### config.mk
export PLATFORM = sky130hd
export DESIGN_NAME = dio_arbiter
export DESIGN_NICKNAME = d
export VERILOG_FILES = /design/src/rtl/dio_arb_pkg.sv /design/src/rtl/dio_arb_starve_ctr.sv /design/src/rtl/dio_arbiter.sv
export SDC_FILE = /design/constraint.sdc
export NUM_CORES = 1
export LEC_CHECK = 0
export ABC_AREA = 1
export CELL_PAD_IN_SITES_DETAIL_PLACEMENT = 0
export CELL_PAD_IN_SITES_GLOBAL_PLACEMENT = 1
export CORE_ASPECT_RATIO = 1.25
export CORE_MARGIN = 3
export CORE_UTILIZATION = 27
export CTS_BUF_LIST = sky130_fd_sc_hd__clkbuf_8
export DETAILED_ROUTE_END_ITERATION = 8
export PLACE_DENSITY = 0.85
export SETUP_SLACK_MARGIN = 0.4
export SYNTH_ARGS = -nofsm -noshare
export SYNTH_HDL_FRONTEND = slang
export SYNTH_SLANG_ARGS = --single-unit
### constraint.sdc
create_clock -name clk -period 1.3 [get_ports clk]
set_input_delay 0.26 -clock clk [delete_from_list [all_inputs] [get_ports clk]]
set_output_delay 0.26 -clock clk [all_outputs]
set_load 0.05 [all_outputs]
### src/rtl/dio_arb_pkg.sv
// dio_arbiter shared types: FSM state, owner encoding, starve counter width.
package dio_arb_pkg;

    localparam int STARVE_W = 4;

    typedef logic [STARVE_W-1:0] starve_t;

    typedef enum logic [1:0] {
        IDLE     = 2'd0,
        CPU_BUSY = 2'd1,
        DMA_BUSY = 2'd2
    } arb_state_t;

    localparam logic OWNER_CPU = 1'b0;
    localparam logic OWNER_DMA = 1'b1;

endpackage

### src/rtl/dio_arb_starve_ctr.sv
// Saturating starvation counter: clear has priority over increment.
module dio_arb_starve_ctr
    import dio_arb_pkg::*;
(
    input  logic    clk,
    input  logic    rst_n,
    input  logic    clr,
    input  logic    inc,
    output starve_t count
);

    // Count CPU wins over a waiting DMA, holding at all-ones.
    always_ff @(posedge clk or negedge rst_n) begin
        if (!rst_n) begin
            count <= '0;
        end else if (clr) begin
            count <= '0;
        end else if (inc && (count != '1)) begin
            count <= count + starve_t'(1);
        end
    end

endmodule

### src/rtl/dio_arbiter.sv
// Data/IO memory port arbiter between the CPU data path and a DMA master.
// Fixed CPU priority; a DMA grant is forced once the CPU has won
// STARVE_LIMIT times in a row against a pending DMA request.
// Optional statistics outputs are enabled by defining DIO_ARB_STATS_EN.
//
//   state    | meaning
//   ---------+----------------------------------
//   IDLE     | no access in flight
//   CPU_BUSY | CPU access held on the memory port
//   DMA_BUSY | DMA access held on the memory port
module dio_arbiter
    import dio_arb_pkg::*;
#(
    parameter int ADDR_W       = 32,
    parameter int STARVE_LIMIT = 4
) (
    input  logic              clk,
    input  logic              rst_n,
`ifdef DIO_ARB_STATS_EN
    output logic [15:0]       stall_cycles,
    output logic [15:0]       cpu_grants,
    output logic [15:0]       dma_grants,
`endif
    input  logic              cpu_req,
    input  logic              cpu_we,
    input  logic [ADDR_W-1:0] cpu_addr,
    input  logic [15:0]       cpu_wdata,
    output logic [15:0]       cpu_rdata,
    output logic              cpu_stall,
    input  logic              dma_req,
    input  logic              dma_we,
    input  logic [ADDR_W-1:0] dma_addr,
    input  logic [15:0]       dma_wdata,
    output logic [15:0]       dma_rdata,
    output logic              dma_ack,
    output logic              mem_req,
    output logic              mem_we,
    output logic [ADDR_W-1:0] mem_addr,
    output logic [15:0]       mem_wdata,
    input  logic [15:0]       mem_rdata,
    input  logic              mem_ready
);

    localparam starve_t STARVE_LIM = starve_t'(STARVE_LIMIT);

    arb_state_t state;
    arb_state_t state_nxt;
    starve_t    starve;
    logic       grant_cpu;
    logic       grant_dma;
    logic       grant_owner;
    logic       done;

    // State register.
    always_ff @(posedge clk or negedge rst_n) begin
        if (!rst_n) begin
            state <= IDLE;
        end else begin
            state <= state_nxt;
        end
    end

    // Arbitration, completion detect and next state.
    always_comb begin
        state_nxt   = state;
        grant_cpu   = 1'b0;
        grant_dma   = 1'b0;
        grant_owner = OWNER_CPU;
        done        = 1'b0;
        unique case (state)
            IDLE: begin
                grant_cpu = cpu_req & (~dma_req | (starve < STARVE_LIM));
                grant_dma = dma_req & ~grant_cpu;
                if (grant_cpu) begin
                    state_nxt = CPU_BUSY;
                end else if (grant_dma) begin
                    state_nxt   = DMA_BUSY;
                    grant_owner = OWNER_DMA;
                end
            end
            CPU_BUSY, DMA_BUSY: begin
                done = mem_ready;
                if (mem_ready) begin
                    state_nxt = IDLE;
                end
            end
            default: state_nxt = IDLE;
        endcase
    end

    // The CPU may advance in the very cycle its access completes.
    assign cpu_stall = cpu_req & ~((state == CPU_BUSY) & mem_ready);

    // Latch the winner onto the memory port and return read data on completion.
    always_ff @(posedge clk or negedge rst_n) begin
        if (!rst_n) begin
            mem_req   <= 1'b0;
            mem_we    <= 1'b0;
            mem_addr  <= '0;
            mem_wdata <= '0;
            cpu_rdata <= '0;
            dma_rdata <= '0;
            dma_ack   <= 1'b0;
        end else begin
            dma_ack <= 1'b0;
            if (grant_cpu || grant_dma) begin
                mem_req <= 1'b1;
                if (grant_owner == OWNER_DMA) begin
                    mem_we    <= dma_we;
                    mem_addr  <= dma_addr;
                    mem_wdata <= dma_wdata;
                end else begin
                    mem_we    <= cpu_we;
                    mem_addr  <= cpu_addr;
                    mem_wdata <= cpu_wdata;
                end
            end else if (done) begin
                mem_req <= 1'b0;
                if (state == DMA_BUSY) begin
                    dma_ack <= 1'b1;
                    if (!mem_we) begin
                        dma_rdata <= mem_rdata;
                    end
                end else if (!mem_we) begin
                    cpu_rdata <= mem_rdata;
                end
            end
        end
    end

    dio_arb_starve_ctr u_starve (
        .clk   (clk),
        .rst_n (rst_n),
        .clr   (grant_dma | ~dma_req),
        .inc   (grant_cpu & dma_req),
        .count (starve)
    );

`ifdef DIO_ARB_STATS_EN
    // Stall cycles saturate; grant counts wrap.
    always_ff @(posedge clk or negedge rst_n) begin
        if (!rst_n) begin
            stall_cycles <= '0;
            cpu_grants   <= '0;
            dma_grants   <= '0;
        end else begin
            if (cpu_stall && (stall_cycles != 16'hFFFF)) begin
                stall_cycles <= stall_cycles + 16'd1;
            end
            if (grant_cpu) begin
                cpu_grants <= cpu_grants + 16'd1;
            end
            if (grant_dma) begin
                dma_grants <= dma_grants + 16'd1;
            end
        end
    end
`endif

endmodule

* After elaboration in Yosys (flattened, before gate mapping)
Index checks and enable logic that the tools add are counted.
Widths: inputs -> output; s select.
** Storage, ports and cells
- Output and inout port bits :: 84
- Input bits :: 119
- Register bits :: 89
** Operators by class
- $lt $le $gt $ge :: 1
- Eq/ne operators :: 5
- Bitwise operators :: 13
- Multiplexer cells :: 20
- Add/subtract/negate cells :: 1
- Reduce and logical (&&, ||, !) cells :: 9
** Operator list (number)
- $mux 32 :: 1
- $mux 16 :: 1
- $mux 1 :: 12
- $mux 4 :: 2
- $reduce_and 4->1 :: 2
- $mux 2 :: 3
- $not 1->1 :: 6
- $and 1x1->1 :: 5
- $add 4x1->4 const B :: 1
- $lt 4x3->1 const B :: 1
- $ne 4x4->1 const B :: 1
- $pmux 2 s2 :: 1
- $reduce_bool 2->1 :: 2
- $ne 3x3->1 const B :: 1
- $eq 2x1->1 const B :: 1
- $eq 2x2->1 const B :: 1
- $logic_not 2->1 :: 1
- $ne 2x2->1 const B :: 1
- $or 1x1->1 :: 2
- $reduce_and 2->1 :: 1
- $reduce_or 2->1 :: 1
- $logic_and 1x1->1 :: 1
- $logic_or 1x1->1 :: 1

* Longest topological paths before layout
- Depth after elaboration :: 9
- Gate-level depth with buffers :: 9
- Mapped depth without buffers :: 8

* Hierarchy
From an unflattened synthesis, not the netlist that was laid out.
** Second synthesis, totals
- Cell total of the unflattened synthesis :: 556
- Area total of the unflattened synthesis :: 4255.3 um^2
** Modules (own cells, without submodules)
- dio_arbiter :: sequential area each 2127.0 um^2, area an instance 4032.6 um^2, cells an instance 527, instances 1
- dio_arb_starve_ctr :: sequential area each 100.1 um^2, area an instance 222.7 um^2, cells an instance 29, instances 1

* Least setup slack after synthesis
No wires, ideal clock.
- Path kind :: register -> output
- From :: reg state[0]
- To :: out cpu_stall
- Stages on the path, launching flop included :: 3
- Path slack :: -310 ps
- Arrival time :: 1350 ps
- Path through :: dfrtp_1 > ha_1 > a21oi_1
** Between the ends
- Longest elaborated chain between the ends :: 4
** Ends and longest elaborated chain
- from (decl) :: line dio_arbiter.sv:46 : arb_state_t state;
- from (signal assigned) :: line dio_arbiter.sv:59 : state <= state_nxt;
- $eq 2x1->1 :: line dio_arbiter.sv:92 : assign cpu_stall = cpu_req & ~((state == CPU_BUSY) & mem_ready);
- $and 1x1->1 :: line dio_arbiter.sv:92
- $not 1->1 :: line dio_arbiter.sv:92
- $and 1x1->1 :: line dio_arbiter.sv:92
- to (decl) :: line dio_arbiter.sv:29 : output logic cpu_stall,
Every way passes these cells.

* Final worst setup path
Ends and elaborated chain as after synthesis.

==> metrics.md <==
| Metric | Value |
|---|---|
| First-pass GRT wire length | 23.9 mm |
| Final Setup Violations | 89 |
| Core Area | 15800 sq um |
| Violated checks | setup timing |
| Maximum fanout along the worst path | 2 |
| Clk_skew | 0.00988 ns |
| Worst-margin pin slew | 0.277 ns |
| Num CTS Buffers | 9 |
| Clock Tree Root | clkbuf_8 |
| Number of global-route vias before repair | 4507 |
| Status | finished, violations left |
| CTS tree | yes |
| Async SR Flop Fraction | 100% |
| Net Sw Frac | 45.5% |
| Die extent in x | 120 um |
| PortBufs | 202 |
| Starting Density | 27.8% |
| Sequential power share | 22.4% |
| 1st-pass router iterations | 5 |
| Largest area contributor in the netlist | dfrtp_1 |
| Clk_lat worst skew | 0.36 ns |
| Die Height | 148 um |
| Routed len/inst | 15.9 um |
| DRT iter0 DRCs | 242 |
| Num Clock Sinks | 89 |
| Layout cell share with drive strength beyond 1 | 39.6% |
| Mapped Cells | 544 |
| #FFs+latches synth | 89 |
| Setup ws final | -0.258 ns |
| Required time worst endpoint | 1.04 ns |
| Initial antenna violation count | 0 |
| Hold Crit Class | in -> async |
| Max Cap Viol | 0 |
| R2R depth | 10 |
| Top FF cell, synth | dfrtp_1 |
| RSZ-0062 raised after global routing | true |
| Top cells by count, synth | 192 x nand2_1, 89 x dfrtp_1, 73 x inv_1 |
| Total chip power | 0.0243 W |
| Most frequent cell after synthesis | nand2_1 |
| Total net switching power | 0.0110 W |
| Worst vdd ir | 0.00112 V |
| Mapped cell area | 4390 sq um |
| Vias per inst | 4.41 |
| Ys Warns | 0 |
| WP data arrival | 1.30 ns |
| Post-Layout Cell Count | 1028 |
| Num ports | 203 |
| # H-tree levels | 3 |
| Top-area cell type share of the netlist area | 50.8% |
| Critical path class | reg -> out |
| Part of the cycle the worst path needs | 120% |
| WL final | 16.3 mm |
| Dominant cells by area after synthesis | dfrtp_1 51%, nand2_1 16%, nand3b_1 8.2% |
| Worst slew margin | 81.5% |
| Area Growth Syn to Fin | 113% |
| EDFF count, synth | 0 |
| Mean area per synthesized cell | 8.06 sq um |
| CTS max path bufs | 2 |
| Count of final hold-check violations | 0 |
| P_int | 0.0132 W |
| Total global routing overflow | 0 |
| Power Density | 2600 nW/um^2 |
| Synth cell types | 24 |
| Vias | 4535 |
| Clock share of power | 7.8% |
| Setup TNS | -17.94 ns |
| Fmax | 642 MHz |
| Final Max Tran Viols | 0 |
| Register area share after synthesis | 50.8% |
| Worst setup EP type | output port |
| Minimum clock period after layout | 1.56 ns |
| DP HPWL | 10.5 mm |
| Combinational share of power | 69.8% |
| Remaining DRCs | 0 |
| Pin count of the biggest net entering global routing | 49 |
| Clk pin slew, worst setup/hold paths | 0.10 ns |
| Layout Utilization | 59.2% |
| Pleak | 4.45 nW |
| Startpoint types | flip-flop |
| Syn Nets | 667 |
| FP Rows | 51 |
| Antenna Nets Post-Route | 0 |
| Area of the die | 17800 sq um |
| # placed instances | 956 |
| Ant diodes | 0 |
| Gpl congestion | 0.769 |
| Total track usage | 17.0% |
| Fin nets | 934 |
| Fillers | 1312 |
[kinds of logic (layout without fill, tap and decap cells)]
kind of cell | after synthesis | count (layout) | share of synthesized area, %
AND/OR/NAND/NOR | 304 | 304 | 32.6
adder cells (fa/ha/maj) | 4 | 4 | 1.14
flip-flops | 89 | 89 | 50.8
buffers and inverters | 108 | 380 | 10.8
AO/OA/AOI/OAI | 38 | 38 | 4.45
XOR/XNOR | 1 | 1 | 0.200
[critical path: stages, from the launching register on]
cell and delay, ns:
dfrtp_1 0.44, ha_4 0.19, a21oi_4 0.16, buf_12 0.16
[cell type report]
class	count	area (sq um)	share of cell area [%]
well taps	212	265	2.84
flip-flops and latches	89	2230	23.9
inverters	76	290	3.11
clock buffers	9	124	1.33
repair buffers	288	3970	42.5
clock inverters	7	72.6	0.778
multi-input cells	347	2380	25.5
[through the flow]
| stage | hold WS [ns] | cell area [sq um] | setup WS, ns |
|---|---|---|---|
| after floorplan | -0.0356 | 4480 | -0.0376 |
| after global placement | 0.272 | 7710 | -0.443 |
| after detailed placement | 0.279 | 7710 | -0.505 |
| after CTS | 0.408 | 8360 | -0.254 |
| after global routing | 0.449 | 9330 | -0.340 |
| final | 0.419 | 9330 | -0.258 |
[state kept, by name, indices dropped and copies added (netlist names)]
register	flops
mem_addr	32
dma_ack	1
state	2
cpu_rdata	16
u_starve.count	4
mem_wdata	16
dma_rdata	16
mem_req	1
mem_we	1
[placed cells by master (no fill, tap or decap)]
master,Yosys,final
a21oi_1,2,1
a21oi_4,0,2
buf_12,0,100
buf_16,0,5
buf_4,2,51
buf_6,6,4
buf_8,0,3
clkbuf_16,0,7
clkbuf_8,0,9
clkdlybuf4s50_1,0,117
clkinv_8,0,1
clkinvlp_4,0,3
dfrtp_1,89,88
dfrtp_2,0,1
dlygate4sd3_1,0,1
ha_1,4,1
ha_4,0,3
inv_1,73,68
inv_2,3,6
inv_4,0,2
inv_8,0,3
nand2_1,192,126
nand2_2,1,27
nand2_4,0,39
nand2_8,0,1
nand3_1,49,1
nand3_2,0,48
nand3_4,2,2
nand3b_1,48,48
nand4_1,3,3
nor2_1,7,5
nor2_2,0,1
nor2_4,1,2
nor3_2,0,1
o21ai_1,32,33
o21ai_2,0,1
o22ai_2,0,1
xor2_1,1,1
[power by group through the flow]
stage               combinational [W]  sequential [W]  clock (W)
finish                         0.0169         0.00544    0.00190
global route                   0.0178         0.00558    0.00209
CTS                            0.0153         0.00542    0.00198
detailed placement             0.0139         0.00549          0
global placement               0.0138         0.00548          0
floorplan                     0.00304         0.00896          0
[routing by layer]
layer | vias up | global-route usage (%) | routed length (um)
met3 | 20 | 3.61 | 925
met5 | - | 0 | 0
met1 | 2147 | 21.4 | 6480
li1 | 2224 | - | -
met4 | 0 | 5.39 | 333
met2 | 144 | 29.3 | 8610
[final timing paths]
kind	start	end	slack (ns)
max reg2reg	state[0]	mem_we	-0.25
min reg2reg	u_starve.count[1]	u_starve.count[1]	0.49
min	rst_n	mem_addr[9]	0.42
max in group asynchronous	rst_n	cpu_rdata[15]	0.62
max	state[0]	cpu_stall	-0.26
min in group clk	mem_rdata[9]	dma_rdata[9]	0.46
[what timing repair did]
| action | in CTS | in global routing |
|---|---|---|
| pin swaps | 5 | 49 |
| setup endpoints to repair | 173 | 173 |
| cloned | 4 | 8 |
| resized for setup | 31 | 160 |
| hold buffers | 1 | 0 |
| buffers inserted | 24 | 19 |
| endpoints found under the hold margin | 89 | 0 |
(Power assumes the default switching activity.)
